[config.mk]
export PLATFORM = sky130hd
export DESIGN_NAME = alu_ctrl_flat
export DESIGN_NICKNAME = d
export VERILOG_FILES = /design/src/rtl/alu_ctrl_if.sv /design/src/rtl/alu_ctrl.sv /design/src/flat_wrapper.sv
export SDC_FILE = /design/constraint.sdc
export NUM_CORES = 1
export LEC_CHECK = 0
export CAP_MARGIN = 25
export CORE_MARGIN = 10
export CORE_UTILIZATION = 40
export DETAILED_ROUTE_END_ITERATION = 10
export PLACE_DENSITY_LB_ADDON = 0.12
export SLEW_MARGIN = 20
export SYNTH_ARGS = -nofsm -noshare
export SYNTH_HDL_FRONTEND = slang
export SYNTH_SLANG_ARGS = --single-unit
[constraint.sdc]
create_clock -name clk -period 1.7 [get_ports clk]
set_clock_uncertainty 0.2 [all_clocks]
set_input_delay 0.34 -clock clk [delete_from_list [all_inputs] [get_ports clk]]
set_output_delay 0.34 -clock clk [all_outputs]
set_load 0.03 [all_outputs]
[src/rtl/alu_ctrl_if.sv]
// Command, ALU-drive and result bundle between the alu_ctrl sequencer and its environment.
// slave is the sequencer's view; master is the command source / result sink / alu side.
`timescale 1ns/1ps
interface alu_ctrl_if;
  logic       cmd_valid;
  logic       cmd_ready;
  logic [2:0] cmd_sel;
  logic [7:0] cmd_opA;
  logic [7:0] cmd_opB;
  logic       cmd_useacc;

  logic [7:0] alu_opA;
  logic [7:0] alu_opB;
  logic [2:0] alu_sel;
  logic [7:0] alu_res;

  logic       res_valid;
  logic       res_ready;
  logic [7:0] res_data;
  logic       res_zero;
  logic [7:0] acc;
  logic [7:0] cnt;

  modport slave (
    input  cmd_valid, cmd_sel, cmd_opA, cmd_opB, cmd_useacc, alu_res, res_ready,
    output cmd_ready, alu_opA, alu_opB, alu_sel, res_valid, res_data, res_zero, acc, cnt
  );

  modport master (
    output cmd_valid, cmd_sel, cmd_opA, cmd_opB, cmd_useacc, alu_res, res_ready,
    input  cmd_ready, alu_opA, alu_opB, alu_sel, res_valid, res_data, res_zero, acc, cnt
  );
endinterface

[src/rtl/alu_ctrl.sv]
// Sequencer for the 8-bit combinational alu: accept -> EXEC -> DONE, result valid 2 cycles after accept.
// One command in flight; cmd_ready only in IDLE, result held in DONE until res_ready.
`timescale 1ns/1ps
module alu_ctrl (
  input  logic         clk,
  input  logic         rst,
  alu_ctrl_if.slave    bus
);

  typedef enum logic [1:0] {
    IDLE = 2'd0,
    EXEC = 2'd1,
    DONE = 2'd2
  } state_t;

  state_t     state, state_nxt;
  logic       accept, capture, retire;
  logic       cmd_ready_c, res_valid_c;

  logic [7:0] opa_q, opb_q, res_q, acc_q, cnt_q;
  logic [2:0] sel_q;
  logic       zero_q;

  // Zero detection depends on the number format the captured sel implies.
  function automatic logic zero_rule(input logic [2:0] sel, input logic [7:0] r);
    logic z;
    z = 1'b0;
    case (sel)
      3'b010, 3'b011: z = (r == 8'h00) || (r == 8'hFF);
      3'b100, 3'b101: z = (r == 8'h00) || (r == 8'h80);
      default:        z = (r == 8'h00);
    endcase
    return z;
  endfunction

  always_ff @(posedge clk) begin
    if (rst) begin
      state <= IDLE;
    end else begin
      state <= state_nxt;
    end
  end

  always_comb begin
    state_nxt   = state;
    accept      = 1'b0;
    capture     = 1'b0;
    retire      = 1'b0;
    cmd_ready_c = 1'b0;
    res_valid_c = 1'b0;
    case (state)
      IDLE: begin
        cmd_ready_c = 1'b1;
        if (bus.cmd_valid) begin
          accept    = 1'b1;
          state_nxt = EXEC;
        end
      end
      EXEC: begin
        capture   = 1'b1;
        state_nxt = DONE;
      end
      DONE: begin
        res_valid_c = 1'b1;
        if (bus.res_ready) begin
          retire    = 1'b1;
          state_nxt = IDLE;
        end
      end
      default: state_nxt = IDLE;
    endcase
  end

  always_ff @(posedge clk) begin
    if (rst) begin
      opa_q  <= 8'h00;
      opb_q  <= 8'h00;
      sel_q  <= 3'b000;
      res_q  <= 8'h00;
      acc_q  <= 8'h00;
      zero_q <= 1'b0;
      cnt_q  <= 8'h00;
    end else begin
      // Operands only move on acceptance, keeping alu inputs steady through EXEC and DONE.
      if (accept) begin
        opa_q <= bus.cmd_useacc ? acc_q : bus.cmd_opA;
        opb_q <= bus.cmd_opB;
        sel_q <= bus.cmd_sel;
      end
      if (capture) begin
        res_q  <= bus.alu_res;
        acc_q  <= bus.alu_res;
        zero_q <= zero_rule(sel_q, bus.alu_res);
      end
      if (retire) begin
        cnt_q <= cnt_q + 8'd1;
      end
    end
  end

  assign bus.cmd_ready = cmd_ready_c;
  assign bus.res_valid = res_valid_c;
  assign bus.alu_opA   = opa_q;
  assign bus.alu_opB   = opb_q;
  assign bus.alu_sel   = sel_q;
  assign bus.res_data  = res_q;
  assign bus.res_zero  = zero_q;
  assign bus.acc       = acc_q;
  assign bus.cnt       = cnt_q;

  a_ready_valid_excl: assert property (@(posedge clk) disable iff (rst)
    !(cmd_ready_c && res_valid_c));
  a_res_valid_hold: assert property (@(posedge clk) disable iff (rst)
    (res_valid_c && !bus.res_ready) |=> (res_valid_c && $stable(res_q)));
  a_operands_stable: assert property (@(posedge clk) disable iff (rst)
    (state != IDLE) |=> ($stable(opa_q) && $stable(opb_q) && $stable(sel_q)));

endmodule

[src/flat_wrapper.sv]
// flat-port wrapper written by rule: the top's interface ports become plain ports
module alu_ctrl_flat 
  (clk, rst, bus_cmd_valid, bus_cmd_sel, bus_cmd_opA, bus_cmd_opB, bus_cmd_useacc, bus_alu_res, bus_res_ready, bus_cmd_ready, bus_alu_opA, bus_alu_opB, bus_alu_sel, bus_res_valid, bus_res_data, bus_res_zero, bus_acc, bus_cnt);
  alu_ctrl_if bus_i ();
  input  logic clk;
  input  logic rst;
  input wire logic [$bits(bus_i.cmd_valid)-1:0] bus_cmd_valid;
  input wire logic [$bits(bus_i.cmd_sel)-1:0] bus_cmd_sel;
  input wire logic [$bits(bus_i.cmd_opA)-1:0] bus_cmd_opA;
  input wire logic [$bits(bus_i.cmd_opB)-1:0] bus_cmd_opB;
  input wire logic [$bits(bus_i.cmd_useacc)-1:0] bus_cmd_useacc;
  input wire logic [$bits(bus_i.alu_res)-1:0] bus_alu_res;
  input wire logic [$bits(bus_i.res_ready)-1:0] bus_res_ready;
  output wire logic [$bits(bus_i.cmd_ready)-1:0] bus_cmd_ready;
  output wire logic [$bits(bus_i.alu_opA)-1:0] bus_alu_opA;
  output wire logic [$bits(bus_i.alu_opB)-1:0] bus_alu_opB;
  output wire logic [$bits(bus_i.alu_sel)-1:0] bus_alu_sel;
  output wire logic [$bits(bus_i.res_valid)-1:0] bus_res_valid;
  output wire logic [$bits(bus_i.res_data)-1:0] bus_res_data;
  output wire logic [$bits(bus_i.res_zero)-1:0] bus_res_zero;
  output wire logic [$bits(bus_i.acc)-1:0] bus_acc;
  output wire logic [$bits(bus_i.cnt)-1:0] bus_cnt;
  assign bus_i.cmd_valid = bus_cmd_valid;
  assign bus_i.cmd_sel = bus_cmd_sel;
  assign bus_i.cmd_opA = bus_cmd_opA;
  assign bus_i.cmd_opB = bus_cmd_opB;
  assign bus_i.cmd_useacc = bus_cmd_useacc;
  assign bus_i.alu_res = bus_alu_res;
  assign bus_i.res_ready = bus_res_ready;
  assign bus_cmd_ready = bus_i.cmd_ready;
  assign bus_alu_opA = bus_i.alu_opA;
  assign bus_alu_opB = bus_i.alu_opB;
  assign bus_alu_sel = bus_i.alu_sel;
  assign bus_res_valid = bus_i.res_valid;
  assign bus_res_data = bus_i.res_data;
  assign bus_res_zero = bus_i.res_zero;
  assign bus_acc = bus_i.acc;
  assign bus_cnt = bus_i.cnt;
  alu_ctrl u_core (.clk(clk), .rst(rst), .bus(bus_i));
endmodule
==> results.rst <==
.. list-table::
   :header-rows: 1

   * - Metric
     - Value
   * - Max-capacitance violation count
     - 0
   * - Detailed Route WL
     - 4520 µm
   * - Leak Pwr
     - 1.21 nW
   * - Sequence of cells on the critical path
     - dlygate4sd2_1
   * - Iter 0 DRT Violations
     - 30
   * - Number of inserted diodes
     - 0
   * - Slowest Stage Delay on Critical Path
     - 0.42 ns
   * - Area of the die
     - 6960 µm²
   * - Power per standard cell area
     - 793 nW/µm²
   * - Path type of the worst min-delay path
     - reg -> reg
   * - Slew headroom
     - 72.3%
   * - Register area share after synthesis
     - 47.2%
   * - Number of synthesized flops with an enable pin
     - 0
   * - Combinational share of power
     - 22.2%
   * - Vias in the first global route
     - 1,473
   * - Remaining antenna violation count
     - 0
   * - First drt pass iteration count
     - 4
   * - Remaining design rule violation count
     - 0
   * - First-pass GRT wire length
     - 7370 µm
   * - Share of power burned in the clock network
     - 29.8%
   * - Die extent in x
     - 83.5 µm
   * - Dominant delay contributor by cell family on the critical path
     - buffers and inverters
   * - Number of nets in the layout
     - 296
   * - Count of synthesis-stage warnings from yosys
     - 0
   * - Total power
     - 2.02 mW
   * - CP max-delay cell
     - sky130_fd_sc_hd__dlygate4sd2_1
   * - Via-to-Cell Ratio
     - 4.87
   * - Type of the worst setup path
     - reg -> out
   * - VDD IR max
     - 0.000497 V
   * - Final setup violation count
     - 0
   * - Number of clock buffers inserted by TritonCTS
     - 5
   * - Yosys reg bits
     - 38
   * - Maximum number of pins on one net before global-route repair
     - 17
   * - Net switching power of the design
     - 563 µW
   * - Hold bufs inserted after CTS
     - 0
   * - Layout cells sized above 1
     - 13.0%
   * - Post-synthesis average cell area
     - 9.25 µm²
   * - Routed length per instance
     - 14.5 µm
   * - Top-Level Pins
     - 78
   * - Dpl hpwl
     - 3570 µm
   * - Initial cell density of the core
     - 40.8%
   * - Number of nets produced by synthesis
     - 207
   * - Number of buffers and inverters on the critical path
     - 1
   * - Share of the synthesized area in the top cell type
     - 47.2%
   * - Data arrival time of the worst path
     - 1.10 ns
   * - Core Rows
     - 23
   * - CTS tree
     - built
   * - Sum of overflow across all layers after global routing
     - 0
   * - Most frequently used cell type in the post-synthesis netlist
     - sky130_fd_sc_hd__dfxtp_1
   * - Max Clk Rate
     - 611 MHz
   * - Number of cells produced by synthesis
     - 174
   * - Ys async rst share
     - 0%
   * - Resized cells post-CTS
     - 45
   * - Library cell used as clock root buffer
     - sky130_fd_sc_hd__clkbuf_8
   * - Share of the clock period used by the worst path
     - 96.2%
   * - Core area
     - 3940 µm²
   * - Run status
     - finished clean
   * - Post-CTS setup buffer count
     - 0
   * - Number of levels in the clock H-tree
     - 2
   * - Critical Path End Type
     - output pin
   * - Global routing usage summed across all routing layers
     - 12.9%
   * - Maximum clock insertion buffer count
     - 2
   * - Flip-flop cell with the highest count after synthesis
     - sky130_fd_sc_hd__dfxtp_1
   * - Unrepaired setup endpoints after global routing
     - no
   * - Routability congestion estimate from global placement
     - 0.751
   * - Clock latency at the later pin of the worst-skew pair
     - 0.28 ns
   * - CP max FO
     - 4
   * - Final non-filler cell total
     - 312
   * - Number of slew-limit violations in the final report
     - 0
   * - Mapped cell area
     - 1610 µm²
   * - Element type at the critical path start
     - flop
   * - Endpoint required time on the critical path
     - 1.16 ns
   * - Cell variety after synth
     - 29
   * - Synth top cells by count
     - sky130_fd_sc_hd__dfxtp_1 (38), sky130_fd_sc_hd__nor2_1 (23), sky130_fd_sc_hd__mux2i_1 (20)
   * - Final critical-path required period
     - 1.64 ns
   * - Initial antenna violation count
     - 0
   * - Area contributors post-synth
     - sky130_fd_sc_hd__dfxtp_1 (47%), sky130_fd_sc_hd__mux2i_1 (12%), sky130_fd_sc_hd__nor2_1 (5.4%)
   * - Worst hold slack after final layout
     - 0.290 ns
   * - Count of buffers inserted at the top-level ports
     - 77
   * - Area added between synthesis and finish
     - 58.0%
   * - Switching part of the total power
     - 27.9%
   * - Internal cell power
     - 1.45 mW
   * - Number of instances in the placed design
     - 306
   * - Overall die height
     - 83.5 µm
   * - Slew at the pin closest to its max-slew limit
     - 0.416 ns
   * - Worst-path clk slew
     - 0.07 ns
   * - Clock sink total
     - 38
   * - Number of hold-slack violations in the final timing report
     - 0
   * - Via count
     - 1,518
   * - Cell taking the most area after synthesis
     - sky130_fd_sc_hd__dfxtp_1
   * - Share of power burned in registers
     - 48.0%
==> path summary, 6_finish.rpt <==
check	from	cells past startpoint	slack, ns	end
setup / recovery	u_core.bus.cnt[0]$_SDFFE_PP0P_	1	0.06	bus_cnt[0]
hold / removal	u_core.bus.alu_opB[0]$_SDFFE_PP0P_	2	0.29	u_core.bus.alu_opB[0]$_SDFFE_PP0P_
setup reg to reg	u_core.bus.cnt[2]$_SDFFE_PP0P_	4	0.17	u_core.bus.cnt[7]$_SDFFE_PP0P_
hold reg to reg	u_core.bus.alu_opB[0]$_SDFFE_PP0P_	2	0.29	u_core.bus.alu_opB[0]$_SDFFE_PP0P_
==> through the flow <==
stage	utilization [%]	TNS, ns	cell area, µm²	setup slack [ns]
detailed placement	63.8	-3.66	2520	-0.214
floorplan	-	0	1610	0.0519
global route	64.6	0	2540	0.00240
CTS	64.6	0	2540	0.0380
finish	64.6	0	2540	0.0638
global placement	63.8	-3.10	2520	-0.204
==> cells in the final DEF (no fill, tap or decap), drive strengths merged <==
cell	netlist	final
o21ai	3	3
or3	4	4
or4	2	2
o2111ai	1	1
nand4	3	3
buf	13	25
dfxtp	38	38
nor3b	1	1
nor2	23	23
nand3b	2	2
nand2b	2	2
xor2	2	2
o311ai	1	1
mux2i	20	20
ha	1	1
clkbuf	5	6
nor2b	3	3
nand4b	2	2
a21oi	14	14
inv	1	1
o31ai	2	2
and2b	1	1
dlygate4sd2	0	44
nand3	1	1
a211oi	8	8
clkdlybuf4s50	0	31
nand2	19	19
nor4	2	2
==> power groups by stage <==
stage                     Clock [mW]  Sequential, mW  Combinational (mW)
after global placement             0           0.989               0.488
after global routing           0.655           0.975               0.484
after CTS                      0.623           0.969               0.456
after detailed placement           0           0.991               0.492
after floorplan                    0            1.08               0.173
final                          0.600           0.968               0.449
==> registers in the layout, summed over array words and instances, names as in the netlist <==
register	cells
u_core.bus.acc	8
u_core.bus.alu_opA	8
u_core.bus.alu_opB	8
u_core.bus.alu_sel	3
u_core.bus.cnt	8
u_core.bus.res_zero	1
u_core.state	2
==> layout make-up <==
class                      instances  area (µm²)
multi-input combinational        117         738
clock buffer                       6        82.6
inverter                           1        3.75
sequential                        38         762
tap                               50        62.6
fill                             356        1400
timing repair buffer             100         896
==> layer usage <==
| metal | vias to the layer above | routed length, µm | global-route usage (%) |
|---|---|---|---|
| li1 | 781 | - | - |
| met5 | - | 0 | 0 |
| met4 | 0 | 36 | 4.11 |
| met3 | 4 | 362 | 6.45 |
| met2 | 46 | 2220 | 22.1 |
| met1 | 687 | 1900 | 13.4 |
==> logic make-up (layout without fill, tap and decap cells) <==
family                   after synthesis  in the layout  share of synthesized area (%)
buffers and inverters                 19            107                           7.23
AND/OR/NAND/NOR                       65             65                           20.2
adder cells (fa/ha/maj)                1              1                          0.777
flip-flops                            38             38                           47.2
AO/OA/AOI/OAI                         29             29                           11.0
multiplexers                          20             20                           12.4
XOR/XNOR                               2              2                           1.09
Note: power is estimated with default switching activity, not from simulation.
